`config.mk`:
```
export PLATFORM = sky130hd
export DESIGN_NAME = rr_lock_arbiter
export DESIGN_NICKNAME = d
export VERILOG_FILES = /design/src/rtl/arb_pkg.sv /design/src/rtl/rr_pick.sv /design/src/rtl/rr_lock_arbiter.sv
export SDC_FILE = /design/constraint.sdc
export NUM_CORES = 1
export LEC_CHECK = 0
export ABC_AREA = 1
export BUFFER_PORTS_ARGS = -buffer_cell sky130_fd_sc_hd__buf_2
export CORE_ASPECT_RATIO = 1.75
export CORE_MARGIN = 2
export CORE_UTILIZATION = 30
export DETAILED_ROUTE_END_ITERATION = 7
export MAX_ROUTING_LAYER = met4
export PLACE_DENSITY_LB_ADDON = 0.1
export RECOVER_POWER = 25
export SETUP_SLACK_MARGIN = 0.1
export SYNTH_ARGS = -nofsm -noshare
export SYNTH_HDL_FRONTEND = slang
export SYNTH_SLANG_ARGS = --single-unit
export TNS_END_PERCENT = 10
```
`constraint.sdc`:
```
create_clock -name clk -period 3.7 [get_ports clk]
set_input_delay 0.37 -clock clk [delete_from_list [all_inputs] [get_ports clk]]
set_output_delay 0.37 -clock clk [all_outputs]
set_load 0.1 [all_outputs]
```
`src/rtl/arb_pkg.sv`:
```
`default_nettype none
// ============================================================================
//  Module      : arb_pkg
//  Description : Shared arbiter definitions: mode encodings and a one-hot to
//                binary index helper used by this and later arbiters.
//  Revision    : 1.0 - initial release
// ============================================================================
package arb_pkg;

    // Arbitration mode select encodings
    typedef logic arb_mode_t;
    localparam arb_mode_t ARB_MODE_FIXED = 1'b0;
    localparam arb_mode_t ARB_MODE_RR    = 1'b1;

    // Widest request vector the index helper accepts
    localparam int c_ARB_MAX_N = 64;

    // OR-reduce the positions of all set bits; exact for a one-hot or zero input
    function automatic int unsigned onehot_to_idx(input logic [c_ARB_MAX_N-1:0] oh);
        int unsigned idx;
        idx = 0;
        for (int i = 0; i < c_ARB_MAX_N; i++) begin
            if (oh[i]) begin
                idx = idx | unsigned'(i);
            end
        end
        return idx;
    endfunction

endpackage
`default_nettype wire

```
`src/rtl/rr_pick.sv`:
```
`default_nettype none
// ============================================================================
//  Module      : rr_pick
//  Description : Combinational rotating priority picker. The request vector
//                is rotated so i_start_ptr lands at bit 0, the lowest set bit
//                is isolated, and the result is rotated back into place.
//                A start pointer of zero gives plain fixed priority.
//  Revision    : 1.0 - initial release
// ============================================================================
module rr_pick
    import arb_pkg::*;
#(
    parameter int N     = 4,
    parameter int IDX_W = $clog2(N)
) (
    input  logic [N-1:0]     i_req,
    input  logic [IDX_W-1:0] i_start_ptr,
    output logic [N-1:0]     o_grant_oh,
    output logic [IDX_W-1:0] o_grant_idx,
    output logic             o_any
);

    logic [N-1:0] w_req_rot;
    logic [N-1:0] w_oh_rot;

    // Rotate right via a double-width shift, isolate lowest set bit, rotate back left
    always_comb begin
        w_req_rot  = N'({i_req, i_req} >> i_start_ptr);
        w_oh_rot   = w_req_rot & (~w_req_rot + N'(1));
        o_grant_oh = N'(({w_oh_rot, w_oh_rot} << i_start_ptr) >> N);
    end

    assign o_grant_idx = IDX_W'(onehot_to_idx(c_ARB_MAX_N'(o_grant_oh)));
    assign o_any       = |i_req;

endmodule
`default_nettype wire

```
`src/rtl/rr_lock_arbiter.sv`:
```
`default_nettype none
// ============================================================================
//  Module      : rr_lock_arbiter
//  Description : Registered N-way arbiter with runtime fixed/round-robin mode,
//                registered one-hot grant, requester-driven lock and a bounded
//                hold timeout so a locked owner cannot starve the others.
//  Revision    : 1.0 - initial release
// ============================================================================
module rr_lock_arbiter
    import arb_pkg::*;
#(
    parameter int N        = 4,
    parameter int MAX_HOLD = 8,
    parameter int IDX_W    = $clog2(N)
) (
    input  logic             clk,
    input  logic             rst,
    input  logic             mode,
    input  logic [N-1:0]     req,
    input  logic [N-1:0]     lock,
    output logic [N-1:0]     grant,
    output logic             grant_valid,
    output logic [IDX_W-1:0] grant_idx
);

    // Counter needs at least one bit even when the timeout is disabled
    localparam int               c_HC_W = (MAX_HOLD == 0) ? 1 : $clog2(MAX_HOLD + 1);
    localparam logic [IDX_W-1:0] c_LAST = IDX_W'(N - 1);

    logic [N-1:0]     r_grant;
    logic             r_grant_valid;
    logic [IDX_W-1:0] r_grant_idx;
    logic [IDX_W-1:0] r_ptr;

    logic             w_timeout;
    logic             w_hold;
    logic [IDX_W-1:0] w_start_ptr;
    logic [N-1:0]     w_pick_oh;
    logic [IDX_W-1:0] w_pick_idx;
    logic             w_pick_any;

    // The owner keeps the grant only while it both requests and locks, and has
    // not used up its hold budget. grant_idx is 0 when idle, but the hold term
    // is gated by grant_valid so that index is harmless.
    assign w_hold = r_grant_valid && req[r_grant_idx] && lock[r_grant_idx] && !w_timeout;

    // Fixed mode is round robin that always starts at requester 0. In round
    // robin, ptr already sits at owner+1 during a hold, so a timeout naturally
    // puts the old owner last.
    assign w_start_ptr = (mode == ARB_MODE_RR) ? r_ptr : '0;

    rr_pick #(
        .N     (N),
        .IDX_W (IDX_W)
    ) u_pick (
        .i_req       (req),
        .i_start_ptr (w_start_ptr),
        .o_grant_oh  (w_pick_oh),
        .o_grant_idx (w_pick_idx),
        .o_any       (w_pick_any)
    );

    generate
        if (MAX_HOLD != 0) begin : g_timeout
            logic [c_HC_W-1:0] r_hold_cnt;

            assign w_timeout = (r_hold_cnt == c_HC_W'(MAX_HOLD - 1));

            // Count consecutive held cycles; restart on every fresh grant, saturate at the limit
            always_ff @(posedge clk) begin
                if (rst) begin
                    r_hold_cnt <= '0;
                end else if (w_hold) begin
                    if (!w_timeout) begin
                        r_hold_cnt <= r_hold_cnt + c_HC_W'(1);
                    end
                end else if (w_pick_any) begin
                    r_hold_cnt <= '0;
                end
            end
        end else begin : g_no_timeout
            // Unlimited hold: a lock is only broken by the owner itself
            assign w_timeout = 1'b0;
        end
    endgenerate

    // Grant register: keep on hold, otherwise load the picker result or go idle
    always_ff @(posedge clk) begin
        if (rst) begin
            r_grant       <= '0;
            r_grant_valid <= 1'b0;
            r_grant_idx   <= '0;
            r_ptr         <= '0;
        end else if (w_hold) begin
            r_grant       <= r_grant;
            r_grant_valid <= r_grant_valid;
            r_grant_idx   <= r_grant_idx;
        end else if (w_pick_any) begin
            r_grant       <= w_pick_oh;
            r_grant_valid <= 1'b1;
            r_grant_idx   <= w_pick_idx;
            r_ptr         <= (w_pick_idx == c_LAST) ? '0 : w_pick_idx + IDX_W'(1);
        end else begin
            r_grant       <= '0;
            r_grant_valid <= 1'b0;
            r_grant_idx   <= '0;
        end
    end

    assign grant       = r_grant;
    assign grant_valid = r_grant_valid;
    assign grant_idx   = r_grant_idx;

endmodule
`default_nettype wire

```
======== Word level (Yosys, flattened, before mapping) ========
Index checks and enable logic that the tools add are counted.
operators by class
  reductions and logical operators ........ 8
  bitwise gates (word level) .............. 3
  shifts and indexed selects .............. 2
  equality and inequality tests ........... 3
  add/subtract/negate cells ............... 3
  magnitude comparators ................... 1
  muxes and demuxes ....................... 15
operators by type and width
  cell                 number
  $mux 4               4
  $mux 2               5
  $add 4x1->4 const B  2
  $shl 8x2->8          1
  $shr 8x2->4          1
  $and 4x4->4          1
  $bmux 1 s2           2
  $eq 4x3->1 const B   1
  $mux 1               4
  $not 4->4            1
  $reduce_and 2->1     2
  $reduce_or 4->1      1
  $logic_and 1x1->1    3
  $lt 2x3->1 const B   1
  $add 2x1->2 const B  1
  $eq 2x2->1 const B   1
  $ne 2x2->1 const B   1
  $reduce_bool 2->1    1
  $logic_not 1->1      1
  $not 1->1            1
storage, ports and cells
  logic and storage cells ................. 40
  bits in registers ....................... 13
  output and inout bits ................... 7
  bits of input ports ..................... 11

======== Depth between registers and ports, before layout ========
  depth after elaboration ................. 11
  mapped depth ............................ 14
  mapped depth without buffers ............ 12

======== By module ========
From an unflattened synthesis, not the netlist that was laid out.
second synthesis, totals
  cells, all modules ...................... 150
  area, all modules ....................... 1077.3 um^2
modules (own cells, without submodules)
  module           seq. area each (um^2)  area an instance (um^2)  times used  cells each
  rr_lock_arbiter  260.2                  713.2                    1           87
  rr_pick          0.0                    364.1                    1           63

======== Worst setup path after synthesis ========
No wires, ideal clock.
  path type ............................... reg2reg
  start point ............................. register r_grant_idx[0], in the netlist grant_idx[0]
  end point ............................... register r_grant_idx[1], in the netlist grant_idx[1]
  setup time .............................. 56 ps
  buffers on the path ..................... 0
  required time ........................... 3644 ps
  arrival time ............................ 1937 ps
  clock period less this slack ............ 1992 ps
  slack ................................... 1708 ps
  stages on the path, launching flop included .. 11
  cell sequence ........................... dfxtp_1 inv_1 nand3_1 nand3_1 nand3_1 nand2_1 inv_1 nand3_2 nand3_1 nand2_1 inv_1
between the ends
  longest elaborated chain between the ends .. 5
  elaborated cells on any way between the ends .. 7
  classes of those cells .................. 4 x mux; 3 x reduce/logical
ends and longest elaborated chain
  what                                line                    RTL
  from (decl)                         rr_lock_arbiter.sv:32   logic [IDX_W-1:0] r_grant_idx;
  from (signal assigned)              rr_lock_arbiter.sv:97   r_grant_idx <= r_grant_idx;
  from (signal assigned)              rr_lock_arbiter.sv:101  r_grant_idx <= w_pick_idx;
  $bmux 1 s2                          rr_lock_arbiter.sv:45   assign w_hold = r_grant_valid && req[r_grant_idx] && lock[r_grant_idx] && !w_timeout;
  $mux 1 (not written as such)        rr_lock_arbiter.sv:45
  $logic_and 1x1->1                   rr_lock_arbiter.sv:45
  $logic_and 1x1->1 (*) (2 in a row)  rr_lock_arbiter.sv:45
Mark *: on every way between the ends. The rest lies on a longest branch, timed or not. The select of a mux whose other input is x is not followed.
A chain may end at the register's enable or synchronous reset.

======== Worst setup path after layout ========
  start point ............................. register r_ptr[0]
  end point ............................... register r_ptr[1]
between the ends
  longest elaborated chain between the ends .. 11
  elaborated cells on any way between the ends .. 12
  classes of those cells .................. 2 x add/sub; 1 x eq/ne; 2 x shift; 5 x mux; 2 x bitwise
ends and longest elaborated chain
  what                                       line                    RTL
  from (decl)                                rr_lock_arbiter.sv:33   logic [IDX_W-1:0] r_ptr;
  from (signal assigned)                     rr_lock_arbiter.sv:102  r_ptr <= (w_pick_idx == c_LAST) ? '0 : w_pick_idx + IDX_W'(1);
  $mux 2 (*)                                 rr_lock_arbiter.sv:50   assign w_start_ptr = (mode == ARB_MODE_RR) ? r_ptr : '0;
  $shr 8x2->4                                rr_pick.sv:28           w_req_rot = N'({i_req, i_req} >> i_start_ptr);
  $not 4->4                                  rr_pick.sv:29           w_oh_rot = w_req_rot & (~w_req_rot + N'(1));
  $add 4x1->4                                rr_pick.sv:29
  $and 4x4->4                                rr_pick.sv:29
  $shl 8x2->8 (*)                            rr_pick.sv:30           o_grant_oh = N'(({w_oh_rot, w_oh_rot} << i_start_ptr) >> N);
  $mux 1                                     arb_pkg.sv:23           if (oh[i]) begin
  $mux 2                                     arb_pkg.sv:23
  $mux 2 (*)                                 arb_pkg.sv:23
  $add 2x1->2 or $eq 2x2->1 (tied branches)  rr_lock_arbiter.sv:102
  $mux 2 (*)                                 rr_lock_arbiter.sv:102
Mark *: on every way between the ends. The rest lies on a longest branch, timed or not.

==> impl_metrics.tcl <==
set metrics [dict create \
    clock_skew_ns 0.000634 \
    yosysUniqueCellTypes 20 \
    synth.area.top_cells "dfxtp_1 (26%), nand3_1 (18%), nand2_1 (12%)" \
    min_path_cells 1 \
    crit_path_end_kind "flip-flop" \
    powerDensity_nw_per_um2 733 \
    syn-num-nets 156 \
    drive_above_1_share 0.258 \
    wl_met1_mm 1.08 \
    start_kind "flip-flop" \
    yosysTopAreaCellShare 0.258 \
    synth.most_common_cell "nand3_1" \
    antenna_found_initial 0 \
    cts_tree "done" \
    top_layer_used "met4" \
    num_rows 27 \
    place_congestion 0.830 \
    synth.avg_cell_area_sq_um 7.01 \
    wl_per_cell_um 12.9 \
    drt_iter0_drc 28 \
    dpl.hpwl_mm 2.09 \
    syn_inst 144 \
    timing.final.ws_setup_ns 1.87 \
    cts_buffers 3 \
    wl_met2_mm 1.50 \
    cts_setup_buffers 0 \
    ys_ff_latch 13 \
    totalWireLength_mm 2.62 \
    finalCritPeriodShare 0.494 \
    dp_cells 198 \
    timing.rr.end "r_ptr[1]$_SDFFE_PP0P_" \
    final_nets 172 \
    synth_seq_area_share 0.258 \
    hold_path.class "flip-flop to flip-flop" \
    status "completed" \
    max-clock-path-buffers 2 \
    die_area_sq_um 3860 \
    worst_pin_slew_ns 1.17 \
    grt_pass1_vias 991 \
    r2r_setup_slack_ns 1.87 \
    path_clk_slew_ns 0.06 \
    leakagePower_nw 0.525 \
    n_antenna_cell 0 \
    synth_edf_count 0 \
    drv_slew 0 \
    cts-root-buf "clkbuf_8" \
    cts.sinks 13 \
    hold_viol 0 \
    drt_pre_antenna_iters 4 \
    cts.htree.levels 1 \
    async_flop_share 0 \
    tns_ns 0 \
    die_y_um 80.7 \
    io_buffers 17 \
    yosysTopAreaCell "dfxtp_1" \
    pre_cts_ws_ns 1.85 \
    hold_path_end "g_timeout.r_hold_cnt[3]$_SDFFE_PP0P_" \
    viasPerCell 4.90 \
    post-route-min-period_ns 1.83 \
    worst_skew_pair.late_latency_ns 0.24 \
    start_util 0.318 \
    hp-start "g_timeout.r_hold_cnt[3]$_SDFFE_PP0P_" \
    reg2reg_from "r_ptr[0]$_SDFFE_PP0P_" \
    rsz0062_at_grt "false" \
    maxSlewHeadroom 0.222 \
    vdd_drop_max_mv 0.357 \
    grt_pass1_wl_mm 4.21 \
    dr_wl_met3_um 24 \
    cts_hold_buf 0 \
    overflow 0 \
    die_x_um 47.9 \
    cap_viol_max_count 0 \
    setup_viol 0 \
    grt_max_degree 13 \
    ctsResizeCount 0 \
    vias 990 \
    rr_worst_depth 11 \
    ys.flop_type "dfxtp_1" \
    syn_area_sq_um 1010 \
    track_usage 0.150 \
    critPathMaxFanout 12 \
    yosysWarningCount 0 \
    arrival_ns 1.96 \
    io_pins 18 \
    antenna_left 0 \
    worstPathRequired_ns 3.84 \
    max_freq_ghz 0.547 \
    fp.coreArea_sq_um 3180 \
    drc 0 \
    area_growth_pct 9.42 \
    fin_cells 202 \
    criticalPathCategory "flip-flop to flip-flop" \
    yosys-top-cells-count "nand3_1 (36), nand2_1 (32), dfxtp_1 (13)" \
]
cells by family (layout without fill, tap and decap cells):
kind of cell             after synthesis  count (layout)  synth area share
AND/OR/NAND/NOR                       96              96             0.537
adder cells (fa/ha/maj)                1               1            0.0124
buffers and inverters                 19              34             0.116
flip-flops                            13              13             0.258
AO/OA/AOI/OAI                         15              15            0.0768
power breakdown:
group / internal (W) / leakage [nW] / switching (W)
Combinational: 0.000107 / 0.396 / 0.000364
Sequential: 0.000175 / 0.107 / 0.0000379
Clock: 0.0000760 / 0.0228 / 0.0000508
flip-flops by register name, summed over array words and instances (netlist names):
name                  cells
g_timeout.r_hold_cnt      4
grant                     4
grant_idx                 2
grant_valid               1
r_ptr                     2
layout make-up:
type	instances	area [sq um]
sequential	13	260
timing repair buffer	17	80.1
fill	393	2070
inverter	13	48.8
clock buffer	4	45.0
tap	43	53.8
multi-input combinational	112	617
layout by cell type (no fill, tap or decap):
master    count
nand3_2      10
nand2_1      32
a21oi_1      11
nand3_1      36
nor2_1        5
clkbuf_8      3
clkbuf_1      5
inv_2         5
nand2_2       5
inv_1         8
ha_1          1
nor2_4        1
o21ai_0       3
dfxtp_1      13
nand3b_1      1
nor4_1        1
o21a_1        1
nand2_4       4
nand4_1       1
buf_2        13
through the flow:
step | utilization | hold slack, ns | cell area, sq um | power, W
after CTS | 0.354 | 0.452 | 1120 | 0.000819
final | 0.348 | 0.449 | 1100 | 0.000810
after global placement | 0.340 | 0.438 | 1080 | 0.000684
after floorplan | - | 0.422 | 1010 | 0.000629
after detailed placement | 0.340 | 0.449 | 1080 | 0.000691
after global routing | 0.348 | 0.459 | 1100 | 0.000861
critical path, cell delays in order, from the launching register on:
cell     delay [ns]
dfxtp_1        0.55
nand2_4        0.21
nand2_1        0.17
nand3_1        0.09
nand2_1        0.13
nand2_1        0.11
nand3_2        0.11
nand3_2        0.09
nand2_1        0.10
nand2_1        0.06
nand2_1        0.06
nand2_1        0.04
metal layers:
layer,GRT usage,vias up
met5,-,-
met4,0.0405,0
met3,0.00667,2
met2,0.284,10
met1,0.156,464
li1,-,514
worst max path at each step:
stage,start,end,slack [ns]
finish,r_ptr[0]$_SDFFE_PP0P_,r_ptr[1]$_SDFFE_PP0P_,1.87
global placement,mode,r_ptr[1]$_SDFFE_PP0P_,1.89
global route,r_ptr[0]$_SDFFE_PP0P_,r_ptr[1]$_SDFFE_PP0P_,1.69
CTS,r_ptr[0]$_SDFFE_PP0P_,r_ptr[1]$_SDFFE_PP0P_,1.88
detailed placement,mode,r_ptr[1]$_SDFFE_PP0P_,1.85
floorplan,grant_idx[0]$_SDFFE_PP0N_,grant_idx[1]$_SDFFE_PP0N_,1.71
No activity file was read; power rests on OpenSTA's default activity.
